### src/rtl/node_link_if_pkg.sv
// Shared packet definitions and FSM state types for the node/router link.
package node_link_if_pkg;

  localparam int PKT_BYTES = 4;
  localparam int ID_W      = 4;

  typedef struct packed {
    logic [ID_W-1:0] src_id;
    logic [ID_W-1:0] dest_id;
    logic [23:0]     data;
  } pkt_t;

  typedef enum logic [1:0] {
    TX_IDLE,
    TX_SEND,
    TX_GAP
  } tx_state_e;

  typedef enum logic [1:0] {
    RX_IDLE,
    RX_RECV,
    RX_HOLD
  } rx_state_e;

  function automatic logic [ID_W-1:0] dest_of(input pkt_t p);
    return p.dest_id;
  endfunction

endpackage

### src/rtl/link_tx_fifo.sv
// Small synchronous FIFO buffering outbound packets ahead of the serialiser.
module link_tx_fifo
  import node_link_if_pkg::*;
#(
  parameter int DEPTH = 4,
  parameter int WIDTH = 32
) (
  input  logic             clk,
  input  logic             rst_b,
  input  logic             wr_en,
  input  logic [WIDTH-1:0] wr_data,
  input  logic             rd_en,
  output logic [WIDTH-1:0] rd_data,
  output logic             full,
  output logic             empty
);

  localparam int AW = (DEPTH > 1) ? $clog2(DEPTH) : 1;
  localparam int CW = AW + 1;

  logic [WIDTH-1:0] mem [DEPTH];
  logic [AW-1:0]    wr_ptr;
  logic [AW-1:0]    rd_ptr;
  logic [CW-1:0]    count;
  logic             wr_fire;
  logic             rd_fire;

  assign wr_fire = wr_en && !full;
  assign rd_fire = rd_en && !empty;
  assign full    = (count == CW'(DEPTH));
  assign empty   = (count == '0);
  assign rd_data = mem[rd_ptr];

  // Pointer and occupancy bookkeeping; depth is a power of two so pointers wrap naturally.
  always_ff @(posedge clk or negedge rst_b) begin
    if (!rst_b) begin
      wr_ptr <= '0;
      rd_ptr <= '0;
      count  <= '0;
    end else begin
      if (wr_fire) wr_ptr <= wr_ptr + 1'b1;
      if (rd_fire) rd_ptr <= rd_ptr + 1'b1;
      count <= count + CW'(wr_fire) - CW'(rd_fire);
    end
  end

  // Packet storage; contents are meaningless until written, so no reset.
  always_ff @(posedge clk) begin
    if (wr_fire) mem[wr_ptr] <= wr_data;
  end

endmodule

### src/rtl/node_link_if.sv
// Node-side link interface: FIFO-buffered byte serialiser toward the router
// and byte deserialiser with valid/ready hand-off from the router.
module node_link_if
  import node_link_if_pkg::*;
#(
  parameter int NODEID  = 0,
  parameter int TXDEPTH = 4
) (
  input  logic        clk,
  input  logic        rst_b,
  input  logic [31:0] tx_pkt,
  input  logic        tx_valid,
  output logic        tx_ready,
  output logic [31:0] rx_pkt,
  output logic        rx_valid,
  input  logic        rx_ready,
  input  logic        link_free_in,
  output logic        link_put_out,
  output logic [7:0]  link_payload_out,
  input  logic        link_put_in,
  input  logic [7:0]  link_payload_in,
  output logic        link_free_out,
  output logic        tx_self_err,
  output logic [15:0] tx_count,
  output logic [15:0] rx_count
);

  // ---------------- TX side ----------------
  logic        fifo_full;
  logic        fifo_empty;
  logic        fifo_rd;
  logic        fifo_wr;
  logic [31:0] fifo_head;

  tx_state_e   tx_state, tx_state_nxt;
  logic [1:0]  tx_idx, tx_idx_nxt;
  logic [23:0] tx_shift, tx_shift_nxt;
  logic        put_nxt;
  logic [7:0]  payload_nxt;
  logic [15:0] tx_count_nxt;

  assign tx_ready = !fifo_full;
  assign fifo_wr  = tx_valid && !fifo_full;

  link_tx_fifo #(
    .DEPTH (TXDEPTH),
    .WIDTH (32)
  ) u_fifo (
    .clk     (clk),
    .rst_b   (rst_b),
    .wr_en   (fifo_wr),
    .wr_data (tx_pkt),
    .rd_en   (fifo_rd),
    .rd_data (fifo_head),
    .full    (fifo_full),
    .empty   (fifo_empty)
  );

  // TX next-state: launch byte0 on pop, stream bytes 1..3, then one put=0 gap cycle.
  always_comb begin
    tx_state_nxt = tx_state;
    tx_idx_nxt   = tx_idx;
    tx_shift_nxt = tx_shift;
    put_nxt      = link_put_out;
    payload_nxt  = link_payload_out;
    tx_count_nxt = tx_count;
    fifo_rd      = 1'b0;
    unique case (tx_state)
      TX_IDLE: begin
        if (!fifo_empty && link_free_in) begin
          fifo_rd      = 1'b1;
          put_nxt      = 1'b1;
          payload_nxt  = fifo_head[31:24];
          tx_shift_nxt = fifo_head[23:0];
          tx_idx_nxt   = 2'd1;
          tx_state_nxt = TX_SEND;
        end
      end
      TX_SEND: begin
        put_nxt      = 1'b1;
        payload_nxt  = tx_shift[23:16];
        tx_shift_nxt = {tx_shift[15:0], 8'h00};
        if (tx_idx == 2'(PKT_BYTES - 1)) begin
          tx_state_nxt = TX_GAP;
        end else begin
          tx_idx_nxt = tx_idx + 2'd1;
        end
      end
      TX_GAP: begin
        put_nxt      = 1'b0;
        payload_nxt  = 8'h00;
        tx_count_nxt = tx_count + 16'd1;
        tx_state_nxt = TX_IDLE;
      end
      default: begin
        put_nxt      = 1'b0;
        payload_nxt  = 8'h00;
        tx_state_nxt = TX_IDLE;
      end
    endcase
  end

  // TX control and registered link outputs; reset drops put immediately.
  always_ff @(posedge clk or negedge rst_b) begin
    if (!rst_b) begin
      tx_state         <= TX_IDLE;
      tx_idx           <= '0;
      link_put_out     <= 1'b0;
      link_payload_out <= 8'h00;
      tx_count         <= 16'h0000;
      tx_self_err      <= 1'b0;
    end else begin
      tx_state         <= tx_state_nxt;
      tx_idx           <= tx_idx_nxt;
      link_put_out     <= put_nxt;
      link_payload_out <= payload_nxt;
      tx_count         <= tx_count_nxt;
      if (fifo_wr && (dest_of(tx_pkt) == ID_W'(NODEID))) tx_self_err <= 1'b1;
    end
  end

  // Remaining bytes of the packet being serialised.
  always_ff @(posedge clk) begin
    tx_shift <= tx_shift_nxt;
  end

  // ---------------- RX side ----------------
  rx_state_e   rx_state, rx_state_nxt;
  logic [1:0]  rx_idx, rx_idx_nxt;
  logic [23:0] rx_buf, rx_buf_nxt;
  logic        free_nxt;
  logic        rx_valid_nxt;
  logic [31:0] rx_pkt_nxt;
  logic [15:0] rx_count_nxt;

  // RX next-state: collect 4 consecutive put bytes, abort on a put gap, hold until accepted.
  always_comb begin
    rx_state_nxt = rx_state;
    rx_idx_nxt   = rx_idx;
    rx_buf_nxt   = rx_buf;
    free_nxt     = link_free_out;
    rx_valid_nxt = rx_valid;
    rx_pkt_nxt   = rx_pkt;
    rx_count_nxt = rx_count;
    unique case (rx_state)
      RX_IDLE: begin
        if (link_put_in) begin
          rx_buf_nxt   = {16'h0000, link_payload_in};
          rx_idx_nxt   = 2'd1;
          free_nxt     = 1'b0;
          rx_state_nxt = RX_RECV;
        end else begin
          free_nxt = !rx_valid;
        end
      end
      RX_RECV: begin
        if (!link_put_in) begin
          free_nxt     = 1'b1;
          rx_state_nxt = RX_IDLE;
        end else if (rx_idx == 2'(PKT_BYTES - 1)) begin
          rx_pkt_nxt   = {rx_buf, link_payload_in};
          rx_valid_nxt = 1'b1;
          rx_state_nxt = RX_HOLD;
        end else begin
          rx_buf_nxt = {rx_buf[15:0], link_payload_in};
          rx_idx_nxt = rx_idx + 2'd1;
        end
      end
      RX_HOLD: begin
        free_nxt = 1'b0;
        if (rx_ready) begin
          rx_valid_nxt = 1'b0;
          rx_count_nxt = rx_count + 16'd1;
          free_nxt     = 1'b1;
          rx_state_nxt = RX_IDLE;
        end
      end
      default: begin
        free_nxt     = 1'b0;
        rx_valid_nxt = 1'b0;
        rx_state_nxt = RX_IDLE;
      end
    endcase
  end

  // RX control and registered node-facing outputs.
  always_ff @(posedge clk or negedge rst_b) begin
    if (!rst_b) begin
      rx_state      <= RX_IDLE;
      rx_idx        <= '0;
      link_free_out <= 1'b0;
      rx_valid      <= 1'b0;
      rx_pkt        <= 32'h0;
      rx_count      <= 16'h0000;
    end else begin
      rx_state      <= rx_state_nxt;
      rx_idx        <= rx_idx_nxt;
      link_free_out <= free_nxt;
      rx_valid      <= rx_valid_nxt;
      rx_pkt        <= rx_pkt_nxt;
      rx_count      <= rx_count_nxt;
    end
  end

  // Partially assembled inbound bytes.
  always_ff @(posedge clk) begin
    rx_buf <= rx_buf_nxt;
  end

endmodule
### config.mk
export PLATFORM = sky130hd
export DESIGN_NAME = node_link_if
export DESIGN_NICKNAME = d
export VERILOG_FILES = /design/src/rtl/node_link_if_pkg.sv /design/src/rtl/link_tx_fifo.sv /design/src/rtl/node_link_if.sv
export SDC_FILE = /design/constraint.sdc
export NUM_CORES = 1
export LEC_CHECK = 0
export BUFFER_PORTS_ARGS = -buffer_cell sky130_fd_sc_hd__clkbuf_2
export CAP_MARGIN = 40
export CORE_ASPECT_RATIO = 1.1
export CORE_UTILIZATION = 58
export CTS_CLUSTER_DIAMETER = 150
export DETAILED_ROUTE_END_ITERATION = 10
export PLACE_DENSITY_LB_ADDON = 0.12
export SKIP_CTS_REPAIR_TIMING = 1
export SYNTH_ARGS = -nofsm -noshare
export SYNTH_HDL_FRONTEND = slang
export SYNTH_SLANG_ARGS = --single-unit
### constraint.sdc
create_clock -name clk -period 3.1 [get_ports clk]
set_input_delay 0.775 -clock clk [delete_from_list [all_inputs] [get_ports clk]]
set_output_delay 0.775 -clock clk [all_outputs]
set_load 0.01 [all_outputs]
==> results.txt <==
----------------------------------------------------
[Drt]
  Via density per instance ... 5.430
  Average routed wire per standard cell ... 18.74 um
  Met2 Wirelength ... 9651 um
  Number of DRC violations after detailed-routing iteration 0 ... 279
  Highest metal layer used by the detailed router ... met4
  1st-pass router iterations ... 4
  Detailed Route WL ... 18,740 um
  Routed vias ... 5,430
  M1 WL ... 7730 um
  Number of design rule violations left after detail routing ... 0
  Met3 wirelength from detailed routing ... 935 um
  Post-detailed-route count of antenna-violating nets ... 0

[STA]
  Post-Route Hold Slack ... 0.3090 ns
  Maximum clock frequency ... 420.8 MHz
  Setup tns final ... 0 ns
  Setup violation total in the final timing report ... 0
  Clk_skew ... 0.009846 ns
  Unrepaired setup endpoints after global routing ... false
  Pins over their slew limit ... 0
  Worst-margin pin slew ... 0.7316 ns
  Worst slew slack as a fraction of its limit ... 51.23%
  Minimum period implied by the final worst setup slack ... 2.376 ns
  Fin. Hold Viols ... 0
  Final period utilization ... 76.66%

[Power and ir drop]
  Net switching power of the design ... 3.356 mW
  Fraction of power consumed by combinational cells ... 25.9%
  Power density cells ... 959.7 mW/mm^2
  Internal power component ... 8.334 mW
  Power after layout ... 11.69 mW
  Leakage component of the power ... 4.958 nW
  Part of the power in the clock network ... 26.9%
  Sequential share of power ... 47.2%
  Largest vdd supply drop ... 0.0006278 V
  Proportion of total power due to net switching ... 28.71%

[Global routing]
  Global-route usage over all layers ... 21.17%
  Number of antenna violations at the first check in global routing ... 0
  Maximum number of pins on one net before global-route repair ... 58
  Global route total overflow ... 0
  Via count of the first global-routing pass ... 5,628
  Global-route wire length before repair ... 29,500 um

[Placement]
  HPWL reported at the end of detailed placement ... 11,690 um
  Routability Congestion ... 0.7700
  Number of buffers added on ports ... 122

[Worst setup path]
  Cells along the critical path ... nor3_2 -> ha_1 -> inv_1 -> ha_1 -> inv_1 -> fa_1 -> xnor2_1 -> xnor2_1
  Data required, critical path ... 3.54 ns
  Buf/Inv on CP ... 2
  Delay-heaviest family, CP ... adder cells
  Worst setup path category ... flip-flop to flip-flop
  Worst Setup Start Kind ... flip-flop
  Critical path arrival ... 2.82 ns
  Top fanout value on the critical path ... 14
  CP Capture Type ... flip-flop
  Highest cell delay on the worst timing path ... 0.57 ns
  Slowest stage cell, crit path ... sky130_fd_sc_hd__dfrtp_1

[Clock network]
  Clock-pin slew reported for the worst setup and hold paths after clock tree synthesis ... 0.06 ns
  Maximum clock path buffer count ... 3
  Clock Sinks ... 267
  Skew-Pair Late Insertion Delay ... 0.52 ns
  Clock tree from TritonCTS ... built
  Number of clock buffers inserted by TritonCTS ... 26
  Number of H-tree branching levels ... 1
  Clock root cell ... sky130_fd_sc_hd__clkbuf_16

[Synth]
  Net count of the mapped netlist ... 659
  Fraction of registers with async set or reset after synthesis ... 34.08%
  Number of warnings reported in the yosys synthesis log ... 0
  Post-synth cell types ... 48
  Post-synthesis sequential area ratio ... 72.55%
  Netlist area before placement ... 0.01042 sq mm
  Number of enable-type register cells in the synthesized netlist ... 176
  Number of flip-flops and latches in the synthesized netlist ... 267
  Synth Area per Inst ... 17.32 sq um
  Syn Inst Count ... 602
  Synth Flop Type ... sky130_fd_sc_hd__edfxtp_1

[Layout]
  Filler cell count in the final layout ... 1,206
  Syn-to-layout area delta ... 16.86%
  Most common library cell in the layout ignoring fill and taps ... sky130_fd_sc_hd__edfxtp_1
  Nets ... 799
  Number of antenna diodes ... 0
  Most frequent cells in the layout ... 176 x sky130_fd_sc_hd__edfxtp_1, 121 x sky130_fd_sc_hd__clkbuf_2, 90 x sky130_fd_sc_hd__dfrtp_1, 52 x sky130_fd_sc_hd__mux2_2, 40 x sky130_fd_sc_hd__nand2_1
  Ratio of cells with drive above 1 in the final layout ... 34.91%

[Floorplan]
  Ports ... 123
  DIE HEIGHT ... 142.6 um
  Full die area ... 0.01851 sq mm
  Starting Density ... 58.97%
  Chip width ... 129.8 um
  Standard cell core area ... 0.01768 sq mm
  Cell Rows ... 51

[Min path]
  Worst hold path class ... primary input to async pin

[Flow run]
  Number of maximum-capacitance violations ... 0

[Outcome]
  Run status ... completed

----------------------------------------------------
area by class of cell:
type,count,area (sq um),share of cell area (%)
Timing Repair Buffer,135,723.2,5.937
Tap cell,238,297.8,2.445
Clock inverter,11,127.6,1.048
Sequential cell,267,7564,62.09
Inverter,16,60.06,0.4930
Multi-Input combinational cell,296,2669,21.91
Clock buffer,37,740.7,6.081
power groups by stage:
stage / Combinational (mW) / Sequential, mW / Clock [mW]
after floorplan: 2.08 / 5.51 / 0
after detailed placement: 3.09 / 5.58 / 0
after CTS: 3.11 / 5.52 / 3.22
after global routing: 3.37 / 5.62 / 3.37
final: 3.03 / 5.51 / 3.15
after global placement: 3.01 / 5.52 / 0
routing by layer:
layer	global-route usage, %	up-vias
met5	0	-
li1	-	2523
met1	27.03	2734
met3	3.496	27
met4	6.916	0
met2	36.87	146
cell usage after synthesis, types with 2 or more instances:
cell | instances | share of area, %
sky130_fd_sc_hd__and2_1 | 26 | 1.6
sky130_fd_sc_hd__mux4_2 | 24 | 5.2
sky130_fd_sc_hd__a21o_1 | 2 | 0.14
sky130_fd_sc_hd__buf_4 | 2 | 0.14
sky130_fd_sc_hd__buf_2 | 10 | 0.48
sky130_fd_sc_hd__nor3_1 | 2 | 0.096
sky130_fd_sc_hd__a22o_1 | 2 | 0.17
sky130_fd_sc_hd__a21oi_1 | 5 | 0.24
sky130_fd_sc_hd__mux2_2 | 52 | 5.6
sky130_fd_sc_hd__nor2_1 | 11 | 0.40
sky130_fd_sc_hd__a221oi_1 | 8 | 0.67
sky130_fd_sc_hd__clkbuf_1 | 6 | 0.22
sky130_fd_sc_hd__ha_1 | 10 | 1.2
sky130_fd_sc_hd__or2_2 | 2 | 0.12
sky130_fd_sc_hd__nand4_1 | 9 | 0.54
sky130_fd_sc_hd__and3_1 | 11 | 0.66
sky130_fd_sc_hd__dfrtp_1 | 91 | 22
sky130_fd_sc_hd__edfxtp_1 | 176 | 51
sky130_fd_sc_hd__nand2b_1 | 3 | 0.18
sky130_fd_sc_hd__mux2i_1 | 16 | 1.5
sky130_fd_sc_hd__xnor2_1 | 28 | 2.4
sky130_fd_sc_hd__buf_6 | 2 | 0.22
sky130_fd_sc_hd__o21ai_1 | 2 | 0.096
sky130_fd_sc_hd__xor2_1 | 7 | 0.59
sky130_fd_sc_hd__inv_1 | 16 | 0.58
sky130_fd_sc_hd__nor2b_1 | 2 | 0.12
sky130_fd_sc_hd__nand2_1 | 40 | 1.4
sky130_fd_sc_hd__o21ai_0 | 11 | 0.53
sky130_fd_sc_hd__nand3_1 | 5 | 0.24
sky130_fd_sc_hd__nor3_2 | 2 | 0.19
sky130_fd_sc_hd__nor2_2 | 2 | 0.12
stage by stage:
| step | instances | worst slack [ns] | area, sq um | util [%] |
|---|---|---|---|---|
| finish | 1000 | 0.7236 | 12180 | 68.92 |
| CTS | 1000 | 0.7182 | 12180 | 68.92 |
| detailed placement | 952 | 0.4459 | 11310 | 64.01 |
| global placement | 952 | 0.5829 | 11310 | 64.01 |
| floorplan | 602 | 0.5972 | 10420 | - |
| global route | 1000 | 0.6187 | 12180 | 68.92 |
path summary, 6_finish.rpt:
path / to / startpoint / slack (ns) / cells past startpoint
max in group asynchronous: rx_count[12] / rst_b / 2.05 / 2
hold / removal: rx_pkt[17] / rst_b / 0.31 / 1
min in group clk: rx_buf[4] / link_payload_in[4] / 0.45 / 1
hold reg to reg: tx_count[15] / tx_count[15] / 0.48 / 1
setup / recovery: u_fifo.count[2] / tx_state[1] / 0.72 / 8
setup reg to reg: u_fifo.count[2] / tx_state[1] / 0.72 / 8
cells by family (layout without fill, tap and decap cells):
| kind of cell | count (synthesis) | after routing | synth area share (%) |
|---|---|---|---|
| simple gates | 126 | 126 | 6.842 |
| compound gates | 32 | 32 | 2.029 |
| mux | 92 | 92 | 12.34 |
| flops | 267 | 267 | 72.55 |
| xor+xnor | 35 | 35 | 2.941 |
| fa+ha+maj | 11 | 11 | 1.392 |
| buf+inv | 39 | 199 | 1.908 |
registers in the layout, indices dropped and copies added (netlist names), 3 cells and up:
name / flops
u_fifo.count: 3
rx_count: 16
link_payload_out: 8
tx_shift: 24
u_fifo.mem: 128
tx_count: 16
rx_pkt: 32
rx_buf: 24
No activity file was read; power rests on OpenSTA's default activity.
